File: config.mk
export PLATFORM = sky130hd
export DESIGN_NAME = alarm_zone_ctrl
export DESIGN_NICKNAME = d
export VERILOG_FILES = /design/src/rtl/alarm_zone_ctrl.sv
export SDC_FILE = /design/constraint.sdc
export NUM_CORES = 1
export LEC_CHECK = 0
export CAP_MARGIN = 15
export CORE_MARGIN = 4
export CORE_UTILIZATION = 29
export DETAILED_ROUTE_END_ITERATION = 6
export PLACE_DENSITY = 0.66
export SYNTH_ARGS = -nofsm -noshare
export SYNTH_HDL_FRONTEND = slang
export SYNTH_SLANG_ARGS = --single-unit
File: constraint.sdc
create_clock -name clk_2 -period 1.85 [get_ports clk_2]
set_clock_uncertainty 0.05 [all_clocks]
set_input_delay 0.555 -clock clk_2 [delete_from_list [all_inputs] [get_ports clk_2]]
set_output_delay 0.555 -clock clk_2 [all_outputs]
set_load 0.02 [all_outputs]
File: src/rtl/alarm_zone_ctrl.sv
// N-zone intruder alarm controller: exit/entry delays, instant/delayed zones, timed siren.
// Optional zone bypass is compiled in with `define ALARM_ZONE_BYPASS_EN.
module alarm_zone_ctrl #(
  parameter int NZONES       = 4,
  parameter     INSTANT_MASK = 4'b0001,
  parameter int EXIT_DELAY   = 4,
  parameter int ENTRY_DELAY  = 3,
  parameter int SIREN_TIME   = 6,
  localparam int MAXD = (EXIT_DELAY > ENTRY_DELAY)
                        ? ((EXIT_DELAY > SIREN_TIME) ? EXIT_DELAY : SIREN_TIME)
                        : ((ENTRY_DELAY > SIREN_TIME) ? ENTRY_DELAY : SIREN_TIME),
  localparam int CW = $clog2(MAXD + 1)
) (
  input  logic              clk_2,
  input  logic              reset_n,
  input  logic              arm,
  input  logic [NZONES-1:0] sensor,
  input  logic [NZONES-1:0] bypass,
  output logic              siren,
  output logic              armed,
  output logic [NZONES-1:0] tripped,
  output logic [CW-1:0]     count,
  output logic [2:0]        state
);

  if (NZONES < 1 || NZONES > 8) begin : g_bad_nzones
    $error("alarm_zone_ctrl: NZONES must be in 1..8");
  end
  if (EXIT_DELAY < 1 || ENTRY_DELAY < 1 || SIREN_TIME < 1) begin : g_bad_delay
    $error("alarm_zone_ctrl: delays must be >= 1");
  end
  if ($bits(INSTANT_MASK) != NZONES) begin : g_bad_mask
    $error("alarm_zone_ctrl: INSTANT_MASK width must equal NZONES");
  end

  localparam logic [NZONES-1:0] IMASK     = INSTANT_MASK;
  localparam logic [CW-1:0]     C_ONE     = CW'(1);
  localparam logic [CW-1:0]     C_EXIT    = CW'(EXIT_DELAY);
  localparam logic [CW-1:0]     C_ENTRY   = CW'(ENTRY_DELAY);
  localparam logic [CW-1:0]     C_SIREN   = CW'(SIREN_TIME);

  typedef enum logic [2:0] {
    S_DISARMED   = 3'd0,
    S_EXIT_WAIT  = 3'd1,
    S_ARMED      = 3'd2,
    S_ENTRY_WAIT = 3'd3,
    S_ALARM      = 3'd4
  } state_t;

  state_t            state_q, state_d;
  logic [CW-1:0]     count_q, count_d;
  logic              siren_q, siren_d;
  logic              armed_q, armed_d;
  logic [NZONES-1:0] tripped_q, tripped_d;
  logic [NZONES-1:0] bypass_eff, eff;
  logic              inst, dly;

`ifdef ALARM_ZONE_BYPASS_EN
  // Bypass is frozen at arming so it cannot be changed while the system is armed.
  logic [NZONES-1:0] bypass_q;

  always_ff @(posedge clk_2 or negedge reset_n) begin
    if (!reset_n) begin
      bypass_q <= '0;
    end else if (state_q == S_DISARMED && state_d == S_EXIT_WAIT) begin
      bypass_q <= bypass;
    end
  end

  assign bypass_eff = (state_q == S_DISARMED) ? bypass : bypass_q;
`else
  logic unused_bypass;
  assign unused_bypass = ^bypass;
  assign bypass_eff    = '0;
`endif

  assign eff  = sensor & ~bypass_eff;
  assign inst = |(eff & IMASK);
  assign dly  = |(eff & ~IMASK);

  always_comb begin
    state_d   = state_q;
    count_d   = count_q;
    tripped_d = tripped_q;
    if (!arm) begin
      state_d = S_DISARMED;
      count_d = '0;
    end else begin
      if (state_q == S_ARMED || state_q == S_ENTRY_WAIT || state_q == S_ALARM) begin
        tripped_d = tripped_q | eff;
      end
      unique case (state_q)
        S_DISARMED: begin
          state_d   = S_EXIT_WAIT;
          count_d   = C_EXIT;
          tripped_d = '0;
        end
        S_EXIT_WAIT: begin
          if (count_q == C_ONE) begin
            state_d = S_ARMED;
            count_d = '0;
          end else begin
            count_d = count_q - C_ONE;
          end
        end
        S_ARMED: begin
          if (inst) begin
            state_d = S_ALARM;
            count_d = C_SIREN;
          end else if (dly) begin
            state_d = S_ENTRY_WAIT;
            count_d = C_ENTRY;
          end
        end
        S_ENTRY_WAIT: begin
          if (inst || count_q == C_ONE) begin
            state_d = S_ALARM;
            count_d = C_SIREN;
          end else begin
            count_d = count_q - C_ONE;
          end
        end
        S_ALARM: begin
          // Further trips are only recorded; the siren timer is never restarted.
          if (count_q == C_ONE) begin
            state_d = S_ARMED;
            count_d = '0;
          end else begin
            count_d = count_q - C_ONE;
          end
        end
        default: begin
          state_d = S_DISARMED;
          count_d = '0;
        end
      endcase
    end
    siren_d = (state_d == S_ALARM);
    armed_d = (state_d == S_ARMED) || (state_d == S_ENTRY_WAIT) || (state_d == S_ALARM);
  end

  always_ff @(posedge clk_2 or negedge reset_n) begin
    if (!reset_n) begin
      state_q   <= S_DISARMED;
      count_q   <= '0;
      siren_q   <= 1'b0;
      armed_q   <= 1'b0;
      tripped_q <= '0;
    end else begin
      state_q   <= state_d;
      count_q   <= count_d;
      siren_q   <= siren_d;
      armed_q   <= armed_d;
      tripped_q <= tripped_d;
    end
  end

  assign state   = state_q;
  assign count   = count_q;
  assign siren   = siren_q;
  assign armed   = armed_q;
  assign tripped = tripped_q;

endmodule
### Word level (Yosys, flattened, before mapping)

Index checks and enable logic that the tools add are counted.

* input port bits: 11
* register bits after elaboration: 12
* output and inout bits: 12

* equal/unequal tests: 9
* bitwise operators: 1
* multiplexer cells: 14
* reductions and logical operators: 10
* add/sub/neg operators: 1

Operator list (number)
* $mux 3: 10
* $pmux 3 s4: 2
* $eq 3x2->1 const B: 4
* $mux 4: 2
* $eq 3x1->1 const B: 2
* $eq 3x3->1 const B: 2
* $logic_or 1x1->1: 5
* $ne 4x4->1 const B: 1
* $or 4x4->4: 1
* $logic_not 3->1: 1
* $reduce_or 3->1: 1
* $sub 3x1->3 const B: 1
* $reduce_and 2->1: 1
* $reduce_bool 2->1: 1
* $reduce_or 2->1: 1

### Logic depth before layout (Yosys ltp)

Gate-level depths: netlist of the first run.

* depth in word-level cells: 8
* mapped depth: 7
* depth with buffers taken out: 6

### Worst setup path before layout of the first run

Ideal clock, no wire load.

* path type: in2reg
* from: in sensor[1]
* to: reg count_q[1] (netlist: count[1])
* setup time: 0.121 ns
* stages: 4
* arrival: 1.466 ns
* path buffers: 0
* path slack: 0.213 ns
* cell sequence: or3_4 -> nor4_4 -> a311oi_1 -> a22o_1

* cells in the longest elaborated chain, start to end: 2

Ends and longest elaborated chain
* start, declared: line 17 `input logic [NZONES-1:0] sensor,`
* $reduce_or 3->1: line 79 `assign dly = |(eff & ~IMASK);`
* $ne 4x4->1 (no source line)
* end signal, assigned: line 151 `count_q <= count_d;`
* end, declared: line 51 `logic [CW-1:0] count_q, count_d;`

Every way passes these cells.
A chain may end at the register's enable or synchronous reset.

### Worst setup path in the final report of the first run

* from: reg siren_q (netlist: siren)
* to: out siren

RTL lines
* start, declared: line 52 `logic siren_q, siren_d;`
* start signal, assigned: line 152 `siren_q <= siren_d;`
* end, declared: line 19 `output logic siren,`

No word-level cell between the ends.

==> results.cfg, run 1 <==
[sta]
slew_violations = 0
fmax_ghz = 0.558
fin_crit_ns = 1.79
tightestPinTransition_ns = 0.297
setup_viol_count_final = 0
slew_headroom_pct = 80.2
rsz0062_at_grt = no
setup_tns_ns = 0
fin_crit_sh_pct = 96.9
hold_viol_final = 0
finalWorstSetupSlack_ns = 0.0568

[placed_design]
dpl.hpwl_mm = 1.41
dp_slack_ns = -0.260
gp_congestion = 0.776
port_buffers = 18

[cts]
cts_buffers = 3
insertion_delay_ns = 0.28
clock_sinks = 12
root_buffer = clkbuf_4
clock_path_buffers = 2
h-tree-depth = 1
hold_buffers = 0
clk_pin_slew_ns = 0.08
cts_tree = yes

[yosys]
syn_area_per_cell_um2 = 9.54
ys_seq_area_share_pct = 40.3
synth_top_area_cell = dfrtp_1
synth_common_cells = a21oi_1 (13), dfrtp_1 (12), o21ai_0 (7)
synth-seq-cells = 12
netlist_area_um2 = 744
synthMostInstantiatedCell = a21oi_1
synth_fp_nets = 91
ys_types = 33
synthCells = 78
synth_edf_count = 0
yosysWarnings = 0
synth_ff_type = dfrtp_1
postSynth.asyncResetShare_pct = 100
synth_top_area_share_pct = 40.3
yosys-top-cells-area = dfrtp_1 (40%), a21oi_1 (8.7%), o21ai_0 (4.7%), clkbuf_16 (3.4%), ha_1 (3.4%)

[layout]
nNetsFinal = 122
synthToLayoutAreaGrowth_pct = 39.8
antenna_cells = 0
drive_above_1_share_pct = 18.5
fill_cells = 249

[route]
drt-vias-per-instance = 5.20
via_count = 717
wirelength_mm = 1.92
dr.pass1.iters = 4
wire_per_inst_um = 13.9
drt_iter0_drc = 12
route.detailed.drc = 0
ant_nets = 0

[global_routing]
use_met3_pct = 4.17
grt_overflow = 0
met2_usage_pct = 23.1
grt_pass1_wl_mm = 3.31
track_usage_pct = 12.3
grtUsageMet1_pct = 13.8
top_usage_layer = met2
antenna_found_initial = 0
grt_pass1_vias = 776
grt_max_degree = 16

[pwr]
p_seq_share_pct = 39.7
p_leak_nw = 0.535
power_density_nw_per_um2 = 758
power_frac_comb_pct = 33.2
p_switching_w = 0.000263
swShare_pct = 33.3
pwr-share-clk_pct = 27.1
p_total_w = 0.000789
ir_drop_uv = 573
p_int_w = 0.000527

[critical_path]
critical-path-top-delay-family = buffers and inverters
crit_type = reg2out
crit_path_end_kind = output pin
cp.arrival_ns = 1.19
path_cells = clkdlybuf4s50_1
slowest_stage = clkdlybuf4s50_1
path_max_fanout = 1
max_stage_delay_ns = 0.59
startpoint_type = register
cp_num_buf_inv = 1
required_ns = 1.24

[worst_hold_path]
hold_path_class = reg2reg

[floorplanning]
die_h_um = 58.7
initial_utilization_pct = 30.3
rows = 18
ios = 23
fp.dieW_um = 58.7
core_um2 = 2450
design.die.area_um2 = 3440

[job]
maxCapViolCount = 0

[status]
status = complete, no violations
==> path summary, 6_finish.rpt <==
kind | from | end | slack [ns] | cells past startpoint
max | siren | siren | 0.06 | 1
min in group asynchronous | reset_n | tripped[1] | 0.52 | 2
min reg2reg | count[1] | count[1] | 0.49 | 1
max in group asynchronous | reset_n | siren | 1.07 | 2
max reg2reg | count[0] | count[2] | 0.30 | 6
min | count[1] | count[1] | 0.49 | 1
==> layer usage <==
| metal | wire length [um] | vias up |
|---|---|---|
| li1 | - | 344 |
| met1 | 817 | 351 |
| met2 | 971 | 22 |
| met3 | 131 | 0 |
| met4 | 0 | 0 |
| met5 | 0 | - |
==> state kept, by name, indices dropped and copies added, names as in the netlist <==
| register | flops |
|---|---|
| state | 3 |
| siren | 1 |
| tripped | 4 |
| armed | 1 |
| count | 3 |
==> logic make-up (layout without fill, tap and decap cells) <==
| group | Yosys count | in the layout | share of synthesized area [%] |
|---|---|---|---|
| AOI/OAI and AO/OA | 32 | 32 | 26.2 |
| xor gates and xnor gates | 1 | 1 | 1.18 |
| adders and majority gates | 2 | 2 | 3.36 |
| and+or+nand+nor | 21 | 21 | 18.5 |
| buffers and inverters | 9 | 39 | 9.07 |
| muxes | 1 | 1 | 1.34 |
| DFF | 12 | 12 | 40.3 |
==> layout make-up <==
class                           instances  area, um2  area share [%]
Sequential cell                        12        300            28.8
Clock buffer                            4       36.3            3.49
Multi-Input combinational cell         57        377            36.2
Timing Repair Buffer                   30        272            26.1
Tap cell                               30       37.5            3.61
Inverter                                5       18.8            1.80
==> power by group through the flow <==
| stage | clock [W] | combinational (W) | sequential, W |
|---|---|---|---|
| floorplan | 0 | 0.000124 | 0.000355 |
| finish | 0.000214 | 0.000262 | 0.000313 |
| CTS | 0.000223 | 0.000265 | 0.000314 |
| global route | 0.000234 | 0.000290 | 0.000318 |
| detailed placement | 0 | 0.000278 | 0.000319 |
| global placement | 0 | 0.000269 | 0.000318 |
==> cells in the final DEF, fill, tap and decap left out, types with 2 or more instances in the layout <==
master	n
a21oi_1	13
and2_1	2
and3_1	3
buf_4	12
clkbuf_4	3
clkdlybuf4s50_1	7
dfrtp_1	12
dlygate4sd2_1	7
dlymetal6s2s_1	4
ha_1	2
inv_1	5
nand2_1	2
nor2_1	5
nor3_1	2
o21ai_0	7
o22ai_1	2
o31ai_1	2
==> per-stage QoR <==
step / instances / instance area, um2 / util (%) / hold slack (ns)
3_5_place_dp: 134 / 1000 / 40.9 / 0.481
3_3_place_gp: 134 / 1000 / 40.9 / 0.481
4_1_cts: 138 / 1030 / 42.0 / 0.495
2_1_floorplan: 78 / 744 / - / 0.209
5_1_grt: 138 / 1040 / 42.4 / 0.514
6_report: 138 / 1040 / 42.4 / 0.493
==> timing repair <==
action / 4_1_cts / 5_1_grt
gates resized for setup: 7 / 4
pin swaps: 0 / 1
cloned: 0 / 0
endpoints found under the setup margin: 7 / 6
setup buffers: 0 / 0
Power figures use the tool's default switching activity.
==> run 2, diff against run 1 <==
- clock period: 1.85 -> 2 ns (I/O delays scaled with it)
==> results.cfg, run 2 (synthesis gave the netlist of run 1 again) <==
[status]
status = complete, no violations

[route]
drt-vias-per-instance = 5.13
via_count = 682
wire_per_inst_um = 13.5
drt_iter0_drc = 20
wirelength_mm = 1.79
ant_nets = 0
route.detailed.drc = 0
dr.pass1.iters = 4

[global_routing]
grt_pass1_vias = 734
met2_usage_pct = 21.1
grt_max_degree = 16
grt_pass1_wl_mm = 3.28
track_usage_pct = 12.5
top_usage_layer = met2
grt_overflow = 0
antenna_found_initial = 0
grtUsageMet1_pct = 15.2
use_met3_pct = 4.61

[layout]
drive_above_1_share_pct = 15.5
fill_cells = 252
synthToLayoutAreaGrowth_pct = 34.8
fin_cells = 133
nNetsFinal = 118
regArea_um2 = 300
multi_input_area_um2 = 379
final_common_cell = clkdlybuf4s50_1
largest_reg_flops = 4
final_cell_mix = clkdlybuf4s50_1 (16), a21oi_1 (13), dfrtp_1 (12)
antenna_cells = 0

[floorplanning]
fp.dieW_um = 58.7
design.die.area_um2 = 3440
rows = 18
die_h_um = 58.7
initial_utilization_pct = 30.3
ios = 23
core_um2 = 2450

[pwr]
ir_drop_uv = 560
p_switching_w = 0.000230
pwr-share-clk_pct = 21.5
p_leak_nw = 0.448
p_total_w = 0.000685
power_frac_comb_pct = 36.1
power_density_nw_per_um2 = 683
p_seq_share_pct = 42.4
p_int_w = 0.000455
swShare_pct = 33.6

[cts]
h-tree-depth = 1
cts_buffers = 3
cts_tree = yes
cts_setup_buffers = 0
clk_pin_slew_ns = 0.07
clock_path_buffers = 2
insertion_delay_ns = 0.27
clock_sinks = 12
root_buffer = clkbuf_4

[sta]
tightestPinTransition_ns = 0.545
hold_viol_final = 0
slew_headroom_pct = 63.5
fmax_ghz = 0.521
rsz0062_at_grt = no
fin_crit_ns = 1.92
slew_violations = 0
fin_crit_sh_pct = 95.9
setup_viol_count_final = 0

[critical_path]
cp_num_buf_inv = 1
path_max_fanout = 3
max_stage_delay_ns = 0.62
crit_path_end_kind = output pin
startpoint_type = register
slowest_stage = clkdlybuf4s50_1
critical-path-top-delay-family = buffers and inverters
crit_type = reg2out
cp.arrival_ns = 1.27
path_cells = clkdlybuf4s50_1
required_ns = 1.35

[placed_design]
gp_congestion = 0.770
placed_cells = 130
port_buffers = 18
dpl.hpwl_mm = 1.38

[worst_hold_path]
hold_path_class = reg2reg

[job]
maxCapViolCount = 0
[run 2: path summary, 6_finish.rpt]
| path | start | to | slack [ns] | depth (start not counted) |
|---|---|---|---|---|
| worst min register to register | count[0] | count[0] | 0.50 | 1 |
| min in group asynchronous | reset_n | tripped[2] | 0.63 | 1 |
| worst min-delay path | count[0] | count[0] | 0.50 | 1 |
| max in group asynchronous | reset_n | tripped[0] | 0.91 | 1 |
| worst max register to register | count[1] | count[1] | 0.32 | 6 |
| worst max-delay path | tripped[0] | tripped[0] | 0.08 | 1 |
[run 2: worst register-to-register path: stages, from the launching register on]
cell	delay [ns]
dfrtp_1	0.40
inv_1	0.09
ha_1	0.16
nor2b_2	0.35
nor2_1	0.11
a311oi_1	0.29
a22o_1	0.16
[run 2: power groups by stage]
| stage | sequential [W] | combinational [W] | clock [W] |
|---|---|---|---|
| 6_report | 0.000291 | 0.000247 | 0.000147 |
| 5_1_grt | 0.000297 | 0.000275 | 0.000169 |
| 4_1_cts | 0.000291 | 0.000251 | 0.000153 |
| 3_5_place_dp | 0.000295 | 0.000249 | 0 |
| 3_3_place_gp | 0.000294 | 0.000241 | 0 |
| 2_1_floorplan | 0.000329 | 0.000115 | 0 |
[run 2: routing by layer]
metal | wire length (um) | vias to the layer above | share of wire [%]
met5 | 0 | - | 0
met4 | 5 | 0 | 0.28
met3 | 114 | 2 | 6.4
met2 | 894 | 16 | 50
met1 | 778 | 331 | 43
li1 | - | 333 | -
[run 2: final cells by class]
type                    instances  share of cell area (%)
multi-input cells              57                    37.8
flip-flops and latches         12                    29.9
repair buffers                 26                    24.4
well taps                      30                    3.74
clock buffers                   3                    2.24
inverters                       5                    1.87
[run 2: through the flow]
| stage | util [%] | setup slack, ns | cell area (um2) | TNS (ns) | hold slack [ns] |
|---|---|---|---|---|---|
| floorplan | - | 0.318 | 744 | 0 | 0.254 |
| global placement | 39.7 | -0.135 | 973 | -0.319 | 0.481 |
| global route | 40.9 | 0.00127 | 1000 | 0 | 0.550 |
| finish | 40.9 | 0.0819 | 1000 | 0 | 0.499 |
| detailed placement | 39.7 | -0.156 | 973 | -0.376 | 0.493 |
| CTS | 40.6 | 0.00264 | 996 | 0 | 0.509 |
[run 2: repair_timing]
action	CTS	global route
gates resized for setup	0	3
setup endpoints to repair	0	3
hold buffers	0	0
==> run 3, diff against run 2 <==
- CTS_BUF_LIST: default -> sky130_fd_sc_hd__clkbuf_4
==> results of run 3 <==
Same layout as run 2: the final DEF is identical, and so are final timing and power.
